$ cat src/rtl/timer_pkg.sv
// Shared types and defaults for the countdown timer block.
package timer_pkg;

    typedef enum logic [1:0] {
        IDLE    = 2'd0,
        RUNNING = 2'd1,
        PAUSED  = 2'd2,
        EXPIRED = 2'd3
    } state_t;

    localparam int DEFAULT_WIDTH = 32;

endpackage

$ cat src/rtl/tick_gen.sv
// Prescaler: counts enabled cycles and flags the last cycle of each CLK_DIV period.
module tick_gen #(
    parameter int CLK_DIV = 4
) (
    input  logic clk,
    input  logic rst,
    input  logic en,
    input  logic clr,
    output logic tick
);

    localparam int PW = $clog2(CLK_DIV);
    localparam logic [PW-1:0] LAST = PW'(CLK_DIV - 1);

    logic [PW-1:0] presc;

    // Tick only while enabled, so a held prescaler at LAST never fires on its own.
    assign tick = en && (presc == LAST);

    always_ff @(posedge clk) begin
        if (rst) begin
            presc <= '0;
        end else if (clr) begin
            presc <= '0;
        end else if (en) begin
            presc <= tick ? '0 : presc + PW'(1);
        end
    end

endmodule

$ cat src/rtl/countdown_timer.sv
// Loadable countdown timer with start/stop/clear control and a one-shot expiry pulse.
module countdown_timer
    import timer_pkg::*;
#(
    parameter int CLK_DIV = 100000,
    parameter int WIDTH   = DEFAULT_WIDTH
) (
    input  logic             clk,
    input  logic             rst,
    input  logic             load,
    input  logic [WIDTH-1:0] load_value,
    input  logic             start,
    input  logic             stop,
    input  logic             clear,
    output logic [WIDTH-1:0] count,
    output logic             running,
    output logic             expired,
    output logic             done
);

    state_t           state, state_nxt;
    logic [WIDTH-1:0] count_nxt;
    logic             done_nxt;
    logic             can_start;
    logic             pre_clr;
    logic             pre_en;
    logic             tick;

    assign can_start = start && (state == IDLE || state == PAUSED) && (count != '0);
    assign pre_clr   = clear || load || can_start;
    // Higher-priority controls and stop all freeze the prescaler, discarding a coincident tick.
    assign pre_en    = (state == RUNNING) && !clear && !load && !stop;

    tick_gen #(
        .CLK_DIV(CLK_DIV)
    ) u_tick_gen (
        .clk (clk),
        .rst (rst),
        .en  (pre_en),
        .clr (pre_clr),
        .tick(tick)
    );

    always_comb begin
        state_nxt = state;
        count_nxt = count;
        done_nxt  = 1'b0;
        if (clear) begin
            state_nxt = IDLE;
            count_nxt = '0;
        end else if (load) begin
            state_nxt = IDLE;
            count_nxt = load_value;
        end else if (can_start) begin
            state_nxt = RUNNING;
        end else if (state == RUNNING && stop) begin
            state_nxt = PAUSED;
        end else if (state == RUNNING && tick) begin
            count_nxt = count - WIDTH'(1);
            if (count == WIDTH'(1)) begin
                state_nxt = EXPIRED;
                done_nxt  = 1'b1;
            end
        end
    end

    always_ff @(posedge clk) begin
        if (rst) begin
            state <= IDLE;
            count <= '0;
            done  <= 1'b0;
        end else begin
            state <= state_nxt;
            count <= count_nxt;
            done  <= done_nxt;
        end
    end

    assign running = (state == RUNNING);
    assign expired = (state == EXPIRED);

endmodule

$ cat config.mk
export PLATFORM = sky130hd
export DESIGN_NAME = countdown_timer
export DESIGN_NICKNAME = d
export VERILOG_FILES = /design/src/rtl/timer_pkg.sv /design/src/rtl/tick_gen.sv /design/src/rtl/countdown_timer.sv
export SDC_FILE = /design/constraint.sdc
export NUM_CORES = 1
export LEC_CHECK = 0
export ABC_AREA = 0
export BUFFER_PORTS_ARGS = -buffer_cell sky130_fd_sc_hd__buf_4
export CORE_AREA = 3 3 79 81
export DETAILED_ROUTE_END_ITERATION = 6
export DIE_AREA = 0 0 82 84
export GPL_TIMING_DRIVEN = 0
export PLACE_DENSITY_LB_ADDON = 0.12
export SKIP_LAST_GASP = 1
export SYNTH_ARGS = -nofsm -noshare
export SYNTH_HDL_FRONTEND = slang
export SYNTH_SLANG_ARGS = --single-unit
$ cat constraint.sdc
create_clock -name clk -period 3.3 [get_ports clk]
set_input_delay 0.165 -clock clk [delete_from_list [all_inputs] [get_ports clk]]
set_output_delay 0.165 -clock clk [all_outputs]
set_load 0.01 [all_outputs]
==> results.cfg <==
[outcome]
status = completed

[detailed_routing]
viasPerCell = 6.22
drt-total-wl_mm = 9.07
vias = 3147
drt_iter0_drc = 286
ant_nets = 0
wl_per_cell_um = 17.9
drc = 0
detail_route.first_pass.iterations = 6

[logic_synthesis]
yosysWarnings = 0
syn_inst = 357
synth_area_leader_cell = dfxtp_1
ys_seq_area_frac = 0.356
ys_types = 58
ys_ff_latch = 52
syn_area_um2 = 2920
synth_edf_count = 0
synth_common_cells = dfxtp_1, nor3_1, a21oi_1
syn-num-nets = 398
async_flop_share = 0
synth.area.top_cells = dfxtp_1, nor3_1, a21oi_1
syn_avg_cell_area_um2 = 8.18
ys.flop_type = dfxtp_1
synth_top_area_frac = 0.356
synth.most_common_cell = dfxtp_1

[finish]
nets = 477
areaGrowthSynthToFinish_pct = 23.9
fillers = 499
antennaDiodeCount = 0
utilization = 0.654
layout-drive-gt1-share = 0.221

[power_and_ir_drop]
power.total_mw = 1.24
p_leak_nw = 1.30
powerDensity_nw_per_um2 = 342
vdd_drop_max_v = 0.000214

[die]
core_area_um2 = 5540
rows = 27
dieArea_um2 = 6890
ioPinCount = 73
fp.dieW_um = 82
die-height_um = 84
initial_core_util = 0.527

[worst_setup_path]
rr_startpoint = count[0]$_SDFFE_PP0P_
crit_type = reg -> reg
startpoint_type = flop
cp_max_fo = 10
required_ns = 3.49
r2r_slack_ns = 0.30
startpoint = count[0]$_SDFFE_PP0P_
cp-end-kind = flop
crit_end = u_tick_gen.presc[2]$_SDFFE_PP0P_
r2r_end = u_tick_gen.presc[2]$_SDFFE_PP0P_
ff2ff_path_depth = 9
arrival_ns = 3.19

[timing]
relSlewSlack = 0.277
worst_pin_slew_ns = 1.08
rsz0062_at_grt = no
tns_ns = 0
finalMaxSlewViolations = 0
final.min_clock_period_ns = 3.00
fmax_ghz = 0.333
clock_skew_ns = 0.0117
period_share = 0.909
setup_violations = 0
hold_viol = 0

[worst_hold_path]
hold_class = in -> reg

[clock_network]
clock_tree.buffer_depth = 2
clk_latency_ns = 0.32
htree_levels = 2
clock-sinks = 52
cts_tree = done
clockRootBuffer = clkbuf_8
cts_hold_buf = 0
ctsResizeCount = 0
post_cts_buffers = 0
cts_buffers = 5
clk_pin_slew_ns = 0.09

[place]
finalWeightedCongestion = 0.915
port-buffer-count = 72
dp_hpwl_mm = 6.60

[global_routing]
grt_max_degree = 14
grt.overflow.total = 0
antenna_found_initial = 0
track_usage = 0.266
grt_pass1_vias = 2952
grt_pass1_wl_mm = 14.3

[job]
drv_cap = 0
cell families after synthesis:
family	synth area share
AND/OR/NAND/NOR	0.316
multiplexers	0.0150
buffers and inverters	0.0437
adder cells (fa/ha/maj)	0.0128
XOR/XNOR	0.0570
flip-flops	0.356
AO/OA/AOI/OAI	0.200
cell usage in the layout, fill, tap and decap left out, types with 12 or more instances in the layout:
master / synthesis / layout
buf_4: 0 / 72
dfxtp_1: 52 / 52
nor3_1: 29 / 29
a21oi_1: 27 / 27
nand2_1: 26 / 26
nor2_1: 23 / 23
o21ai_0: 19 / 19
inv_1: 13 / 13
clkbuf_1: 13 / 13
nand4_1: 12 / 12
state kept, by name, summed over array words and instances, names as in the netlist:
register,count
count,32
done,1
state,2
u_tick_gen.presc,17
per-stage QoR:
step | hold WS [ns] | area, µm² | setup WS (ns) | cells
4_1_cts | 0.0644 | 3620 | 0.300 | 506
5_1_grt | 0.0722 | 3620 | 0.0846 | 506
3_5_place_dp | 0.391 | 3550 | 0.316 | 501
2_1_floorplan | 0.271 | 2920 | 0.846 | 357
3_3_place_gp | 0.388 | 3550 | 0.348 | 501
6_report | 0.0698 | 3620 | 0.300 | 506
final cells by class:
cell class,instances,area (µm²),share of cell area
multi-input combinational,274,1750,0.484
sequential,52,1040,0.287
timing repair buffer,72,541,0.149
tap,72,90.1,0.0249
buffer,18,78.8,0.0218
clock buffer,5,68.8,0.0190
inverter,13,48.8,0.0135
how the worst min path moves through the flow:
| stage | from | to | depth (start not counted) |
|---|---|---|---|
| 2_1_floorplan | stop | state[0]$_SDFFE_PP0P_ | 1 |
| 3_3_place_gp | stop | state[0]$_SDFFE_PP0P_ | 2 |
| 3_5_place_dp | stop | state[0]$_SDFFE_PP0P_ | 2 |
| 4_1_cts | stop | state[0]$_SDFFE_PP0P_ | 2 |
| 5_1_grt | stop | state[0]$_SDFFE_PP0P_ | 2 |
| 6_report | stop | state[0]$_SDFFE_PP0P_ | 2 |
metal layers:
layer | part of all wire | GRT usage | vias up
met1 | 0.43 | 0.369 | 1462
met4 | 0.012 | 0.0755 | 0
met5 | 0 | 0 | -
li1 | - | - | 1504
met3 | 0.10 | 0.0464 | 13
met2 | 0.45 | 0.416 | 168
report_power, final:
part / internal [mW] / total (mW) / switching [mW] / leakage, nW
Sequential: 0.642 / 0.662 / 0.0208 / 0.422
Clock: 0.138 / 0.347 / 0.210 / 0.0359
Combinational: 0.0983 / 0.228 / 0.130 / 0.840
Total: 0.878 / 1.24 / 0.361 / 1.30
critical path, cell delays in order, from the launching register on:
cell	delay (ns)
dfxtp_1	0.44
inv_1	0.12
ha_1	0.26
nor3b_1	0.18
and4b_1	0.20
clkbuf_1	0.20
a41o_1	0.28
o21bai_1	0.65
clkbuf_1	0.45
nor2_1	0.10
Power figures use the tool's default switching activity.
